$ cat src/rtl/mul_pkg.sv
// Shared types and helpers for the sequential shift-add multiplier.
`timescale 1ns/1ps
package mul_pkg;

  typedef enum logic [1:0] {
    IDLE = 2'd0,
    RUN  = 2'd1,
    FIX  = 2'd2
  } mul_state_t;

  // Iteration counter must hold the value WIDTH itself.
  function automatic int unsigned mul_cnt_width(input int unsigned width);
    return $clog2(width + 32'd1);
  endfunction

endpackage

$ cat src/rtl/mul_add_shift_stage.sv
// One shift-add iteration: conditional add of the multiplicand into the upper
// half, then a right shift of the {carry, acc, multiplier} vector.
`timescale 1ns/1ps
module mul_add_shift_stage
  import mul_pkg::*;
#(
  parameter int WIDTH = 32
) (
  input  logic [WIDTH-1:0]   mcand_i,
  input  logic [2*WIDTH-1:0] prod_i,
  output logic [2*WIDTH-1:0] prod_o
);

  logic [WIDTH:0] sum_s;

  // Add with carry-out when the multiplier LSB is set, then drop the consumed LSB.
  always_comb begin
    if (prod_i[0]) begin
      sum_s = {1'b0, prod_i[2*WIDTH-1:WIDTH]} + {1'b0, mcand_i};
    end else begin
      sum_s = {1'b0, prod_i[2*WIDTH-1:WIDTH]};
    end
    prod_o = {sum_s, prod_i[WIDTH-1:1]};
  end

endmodule

$ cat src/rtl/mul_seq_nbit.sv
// Multi-cycle WIDTH x WIDTH -> 2*WIDTH multiplier with start/busy/done handshake.
// Define MUL_SIGNED_EN to honour is_signed (mult); otherwise everything is multu.
`timescale 1ns/1ps
module mul_seq_nbit
  import mul_pkg::*;
#(
  parameter int WIDTH = 32
) (
  input  logic             clk,
  input  logic             rst_n,
  input  logic             start,
  input  logic             is_signed,
  input  logic [WIDTH-1:0] a,
  input  logic [WIDTH-1:0] b,
  output logic             busy,
  output logic             done,
  output logic [WIDTH-1:0] hi,
  output logic [WIDTH-1:0] lo
);

  localparam int CW = mul_cnt_width(WIDTH);
  localparam logic [CW-1:0] CNT_LAST = CW'(WIDTH - 1);

  mul_state_t         state_q, state_d;
  logic [WIDTH-1:0]   mcand_q, mcand_d;
  logic [2*WIDTH-1:0] prod_q, prod_d;
  logic [CW-1:0]      cnt_q, cnt_d;
  logic [WIDTH-1:0]   hi_q, hi_d, lo_q, lo_d;
  logic               busy_q, busy_d, done_q, done_d;

  logic [WIDTH-1:0]   mag_a_s, mag_b_s;
  logic [2*WIDTH-1:0] stage_s, result_s;

  mul_add_shift_stage #(.WIDTH(WIDTH)) u_stage (
    .mcand_i (mcand_q),
    .prod_i  (prod_q),
    .prod_o  (stage_s)
  );

`ifdef MUL_SIGNED_EN
  logic neg_q, neg_d, neg_s;

  // Sign-magnitude conversion on the way in, conditional negation on the way out.
  always_comb begin
    if (is_signed && a[WIDTH-1]) begin
      mag_a_s = -a;
    end else begin
      mag_a_s = a;
    end
    if (is_signed && b[WIDTH-1]) begin
      mag_b_s = -b;
    end else begin
      mag_b_s = b;
    end
    neg_s = is_signed & (a[WIDTH-1] ^ b[WIDTH-1]);
    if ((state_q == IDLE) && start) begin
      neg_d = neg_s;
    end else begin
      neg_d = neg_q;
    end
    if (neg_q) begin
      result_s = -prod_q;
    end else begin
      result_s = prod_q;
    end
  end

  // Result sign recorded at the accepting edge.
  always_ff @(posedge clk or negedge rst_n) begin
    if (!rst_n) begin
      neg_q <= 1'b0;
    end else begin
      neg_q <= neg_d;
    end
  end
`else
  logic unused_is_signed_s;
  assign unused_is_signed_s = is_signed;
  assign mag_a_s  = a;
  assign mag_b_s  = b;
  assign result_s = prod_q;
`endif

  // Next-state and datapath update for IDLE -> RUN x WIDTH -> FIX.
  always_comb begin
    state_d = state_q;
    mcand_d = mcand_q;
    prod_d  = prod_q;
    cnt_d   = cnt_q;
    hi_d    = hi_q;
    lo_d    = lo_q;
    busy_d  = busy_q;
    done_d  = 1'b0;
    case (state_q)
      IDLE: begin
        if (start) begin
          mcand_d = mag_a_s;
          prod_d  = {{WIDTH{1'b0}}, mag_b_s};
          cnt_d   = '0;
          busy_d  = 1'b1;
          state_d = RUN;
        end else begin
          busy_d  = 1'b0;
        end
      end
      RUN: begin
        prod_d = stage_s;
        cnt_d  = cnt_q + CW'(1);
        if (cnt_q == CNT_LAST) begin
          state_d = FIX;
        end else begin
          state_d = RUN;
        end
      end
      FIX: begin
        hi_d    = result_s[2*WIDTH-1:WIDTH];
        lo_d    = result_s[WIDTH-1:0];
        busy_d  = 1'b0;
        done_d  = 1'b1;
        state_d = IDLE;
      end
      default: begin
        busy_d  = 1'b0;
        state_d = IDLE;
      end
    endcase
  end

  // FSM, datapath and registered outputs.
  always_ff @(posedge clk or negedge rst_n) begin
    if (!rst_n) begin
      state_q <= IDLE;
      mcand_q <= '0;
      prod_q  <= '0;
      cnt_q   <= '0;
      hi_q    <= '0;
      lo_q    <= '0;
      busy_q  <= 1'b0;
      done_q  <= 1'b0;
    end else begin
      state_q <= state_d;
      mcand_q <= mcand_d;
      prod_q  <= prod_d;
      cnt_q   <= cnt_d;
      hi_q    <= hi_d;
      lo_q    <= lo_d;
      busy_q  <= busy_d;
      done_q  <= done_d;
    end
  end

  assign busy = busy_q;
  assign done = done_q;
  assign hi   = hi_q;
  assign lo   = lo_q;

endmodule

$ cat config.mk
export PLATFORM = sky130hd
export DESIGN_NAME = mul_seq_nbit
export DESIGN_NICKNAME = d
export VERILOG_FILES = /design/src/rtl/mul_pkg.sv /design/src/rtl/mul_add_shift_stage.sv /design/src/rtl/mul_seq_nbit.sv
export SDC_FILE = /design/constraint.sdc
export NUM_CORES = 1
export LEC_CHECK = 0
export BUFFER_PORTS_ARGS = -buffer_cell sky130_fd_sc_hd__buf_2
export CAP_MARGIN = 40
export CORE_MARGIN = 5
export CORE_UTILIZATION = 60
export CTS_BUF_LIST = sky130_fd_sc_hd__clkbuf_8
export DETAILED_ROUTE_END_ITERATION = 8
export GPL_TIMING_DRIVEN = 1
export PLACE_DENSITY = 0.84
export SETUP_SLACK_MARGIN = 0.2
export SYNTH_ARGS = -nofsm -noshare
export SYNTH_HDL_FRONTEND = slang
export SYNTH_SLANG_ARGS = --single-unit
$ cat constraint.sdc
create_clock -name clk -period 5.9 [get_ports clk]
set_clock_uncertainty 0.05 [all_clocks]
set_input_delay 0.59 -clock clk [delete_from_list [all_inputs] [get_ports clk]]
set_output_delay 0.59 -clock clk [all_outputs]
set_load 0.02 [all_outputs]
Word-level counts from Yosys, hierarchy flattened
Index checks and enable logic that the tools add are counted.
- bits in registers: 170
- bits of input ports: 68
- output and inout port bits: 66
- logic and storage cells: 29
- add/sub/neg operators: 2
- equality and inequality tests: 4
- mux-type cells: 11
- reduce and logical (&&, ||, !) cells: 4
- operators with widths (kind ; number):
    64-bit one-hot mux with 2 select lines ; 1
    64-bit two-way mux ; 1
    32-bit by 32-bit adder with 33-bit output ; 1
    33-bit two-way mux ; 1
    6-bit one-hot mux with 2 select lines ; 1
    6-bit by 1-bit adder with 6-bit output, second input constant ; 1
    6-bit by 5-bit equality test with 1-bit output, second input constant ; 1
    6-bit two-way mux ; 1
    2-bit two-way mux ; 2
    2-bit one-hot mux with 2 select lines ; 1
    2-bit AND reduction ; 2
    2-bit by 1-bit equality test with 1-bit output, second input constant ; 1
    2-bit equality test, second input constant ; 1
    2-bit logical NOT ; 1
    1-bit two-way mux ; 2
    2-bit != test, second input constant ; 1
    1-bit one-hot mux with 2 select lines ; 1
    2-bit nonzero test ; 1

Longest topological paths before layout
- depth after elaboration: 3
- mapped depth: 10

By module
From an unflattened synthesis, not the netlist that was laid out.
- cell total of the unflattened synthesis: 894
- area total of the unflattened synthesis: 9337.7 µm²
- modules (own cells, without submodules) (module ; instances ; cells each ; area each (µm²) ; seq. area each (µm²)):
    mul_seq_nbit ; 1 ; 527 ; 6777.8 ; 4254.1
    mul_add_shift_stage ; 1 ; 367 ; 2560.0 ; 0.0

Worst setup path before layout
No wires, ideal clock.
- path type: reg-to-reg
- from: reg prod_q[32]
- to: reg prod_q[61]
- data arrival time: 2424 ps
- data required time: 5723 ps
- slack: 3299 ps
- cell stages (with the launch flop): 11
- buffers on the path: 0
- clock period less this slack: 2601 ps
- path through: dfrtp_1 -> ha_1 -> fa_1 -> a211oi_1 -> o211ai_1 -> a21oi_1 -> o2111ai_1 -> o311a_1 -> a221oi_2 -> xor2_1 -> o21ai_1
- word-level cells in the longest chain between the ends: 3
- ends and longest elaborated chain (item ; RTL line ; source):
    from (decl) ; mul_seq_nbit.sv:26 ; logic [2*WIDTH-1:0] prod_q, prod_d;
    from (signal assigned) ; mul_seq_nbit.sv:143 ; prod_q <= prod_d;
    32-bit by 32-bit adder with 33-bit output ; mul_add_shift_stage.sv:19 ; sum_s = {1'b0, prod_i[2*WIDTH-1:WIDTH]} + {1'b0, mcand_i};
    33-bit two-way mux ; mul_add_shift_stage.sv:18 ; if (prod_i[0]) begin
    64-bit one-hot mux with 2 select lines ; mul_seq_nbit.sv:94 ; case (state_q)
Every way passes these cells.
A chain may end at the register's enable or synchronous reset.

Final worst setup path
Ends and elaborated chain as after synthesis.

==> flow_summary.yaml <==
outcome:
  outcome: "complete, no violations"
clock_network:
  clockBufferDepth: 2
  cts_root_buffer: "clkbuf_8"
  clock_latency_ps: 460
  cts_tree: "done"
  cts_hold_buffers: 0
  cts.clk_slew.worst_paths_ps: 100
  ctsResizeCount: 0
  cts_buffers: 17
  cts_setup_buffers: 0
  htree_num_levels: 4
  cts.sinks: 170
sta:
  slew_headroom_pct: 50.80
  setup_violations: 0
  fin_crit_ps: 3019
  timing.final.hold_violations: 0
  slew_viol_final: 0
  worstMarginPinSlew_ps: 737.9
  totalNegativeSetupSlack_ps: 0
  fmax_mhz: 331.2
  min_period_over_period_pct: 51.18
  rsz0062_at_grt: "no"
  worst_slack_ps: 2881
synth:
  yosys.area.top_type: "dfrtp_1"
  synth.avg_cell_area_um2: 10.33
  syn_nets: 950
  synth_top_area_share_pct: 48.57
  async_flop_share_pct: 100.0
  yosysUniqueCellTypes: 58
  seq_area_frac_synth_pct: 48.57
  yosysWarnings: 0
  syn-cell-area_um2: 8758
  ys_ff_latch: 170
  synth_area_leaders: "dfrtp_1, mux2_2, nand2_1"
  synth_edf_count: 0
  synth_ff_type: "dfrtp_1"
  synthCells: 848
critical_path:
  reg2reg_slack_ps: 2880
  cp-end-kind: "register"
  rr_worst_depth: 10
  path_max_fanout: 4
  r2r_end: "prod_q[61]$_DFFE_PN0P_"
  criticalPathCategory: "register to register"
  worst_ep_required_time_ps: 6210
  regToRegStartpoint: "prod_q[32]$_DFFE_PN0P_"
  crit_arrival_ps: 3330
  start_kind: "register"
floorplanning:
  start_util_pct: 60.72
  die_width_um: 130.8
  dieArea_um2: 17110
  placement_rows: 44
  ios: 134
  die_height_um: 130.8
  core_region_area_um2: 14420
pwr:
  ir_drop_mv: 0.3342
  p_seq_share_pct: 39.4
  combPwrFrac_pct: 45.5
  power.internal_mw: 2.901
  finalPower_mw: 5.014
  p_leak_nw: 4.794
  clkPwrFrac_pct: 15.1
  power_switching_mw: 2.113
  powerDensity_nw_per_um2: 506.4
  switching_share_pct: 42.14
global_route:
  antenna_found_initial: 0
  met1_usage_pct: 33.12
  grt_pass1_vias: 6531
  gr-usage-all-layers_pct: 23.64
  met2_usage_pct: 37.53
  overflow: 0
  grt_max_degree: 60
  grt_busiest_layer: "met2"
  grt_first_pass_wirelength_um: 32440
  use_met3_pct: 4.472
routing:
  wl_per_cell_um: 17.15
  vias_per_cell: 5.902
  final_antenna_net_count: 0
  dr.pass1.iters: 4
  drt_wl_total_um: 19740
  drc: 0
  drt-initial-drc-count: 448
  vias: 6793
placed_design:
  pre_cts_ws_ps: 2940
  routabilityCongestion: 0.9220
  hpwl_um: 13740
  portBuffers: 132
layout:
  layout_common_cells: "dfrtp_1, buf_2, nand2_1"
  fill_cells: 1122
  post-route-util_pct: 68.65
  drive_gt1_share_pct: 26.99
  area_delta_synth_final_pct: 13.06
  layout_commonest_cell: "dfrtp_1"
  num_antenna_cells: 0
  nets: 1056
job:
  maxCapViolations: 0
min_path:
  worstHoldPathType: "input port to async pin"
Yosys cell counts, types with 4 or more instances:
library cell  number
nand4_1           12
nor2b_1           37
xor2_1            12
o21ai_0           62
nand2b_1           5
clkbuf_1          39
buf_2              5
xnor2_1           15
a21oi_1           59
a22oi_1           52
nor2_1            16
ha_1              33
a21o_1            23
buf_1              4
o21a_1             5
mux2i_1           11
o21ai_1           20
dfrtp_1          170
nor3_1             4
mux2_2            64
nand2_1          130
inv_1              4
nand3_1            6
metrics by stage:
step / cells / hold WS (ps) / area (µm²)
after CTS: 1151 / 28.48 / 9902
final: 1151 / 20.59 / 9902
after global placement: 1114 / 408.6 / 9440
after floorplan: 848 / 244.4 / 8758
after global routing: 1151 / 41.18 / 9902
after detailed placement: 1119 / 412.8 / 9545
area by class of cell:
cell class              count  area [µm²]  area share (%)
flip-flops and latches    170        4254           42.96
multi-input cells         616        4214           42.56
repair buffers            145       832.0           8.403
clock buffers              18       247.7           2.502
well taps                 184       230.2           2.325
clock inverters            14       108.9           1.099
inverters                   4       15.01          0.1516
sequential cells by signal (all words and copies together) (netlist names):
register	cells
mcand_q	32
state_q	2
busy	1
lo	32
hi	32
prod_q	64
cnt_q	6
done	1
power groups by stage:
| stage | clock network [mW] | registers, mW | logic (mW) |
|---|---|---|---|
| 3_5_place_dp | 0 | 1.99 | 2.26 |
| 5_1_grt | 0.822 | 2.04 | 2.52 |
| 4_1_cts | 0.773 | 1.97 | 2.28 |
| 3_3_place_gp | 0 | 1.97 | 2.18 |
| 2_1_floorplan | 0 | 2.17 | 1.46 |
| 6_report | 0.759 | 1.97 | 2.28 |
routing by layer:
| layer | wire length, µm | share of wire, % | vias up |
|---|---|---|---|
| met4 | 346 | 1.8 | 0 |
| met1 | 8870 | 45 | 3302 |
| li1 | - | - | 3255 |
| met2 | 9388 | 48 | 204 |
| met5 | 0 | 0 | - |
| met3 | 1132 | 5.7 | 32 |
kinds of logic (layout without fill, tap and decap cells):
logic type                 after synthesis  count (layout)  synth area share (%)
muxes                                   75              75                 9.486
DFF                                    170             170                 48.57
buffers and inverters                   62             181                 3.557
xor gates and xnor gates                27              27                 2.700
and+or+nand+nor                        221             221                 11.53
AOI/OAI and AO/OA                      259             259                 19.21
adders and majority gates               34              34                 4.943
worst max-delay path by stage:
stage / from / end / slack, ps
2_1_floorplan: prod_q[32]$_DFFE_PN0P_ / prod_q[61]$_DFFE_PN0P_ / 3300
3_3_place_gp: state_q[0]$_DFFE_PN0P_ / prod_q[57]$_DFFE_PN0P_ / 2800
3_5_place_dp: prod_q[32]$_DFFE_PN0P_ / prod_q[61]$_DFFE_PN0P_ / 2940
4_1_cts: prod_q[32]$_DFFE_PN0P_ / prod_q[61]$_DFFE_PN0P_ / 2920
5_1_grt: prod_q[32]$_DFFE_PN0P_ / prod_q[61]$_DFFE_PN0P_ / 2660
6_report: prod_q[32]$_DFFE_PN0P_ / prod_q[61]$_DFFE_PN0P_ / 2880
critical path, stage by stage, from the launching register on:
cell,delay [ps]
dfrtp_1,440
ha_1,240
fa_1,420
a211oi_1,370
o211ai_1,170
a21oi_1,300
o2111ai_1,180
o311a_1,200
a221oi_2,310
xor2_1,170
o21ai_1,70
(Power assumes the default switching activity.)
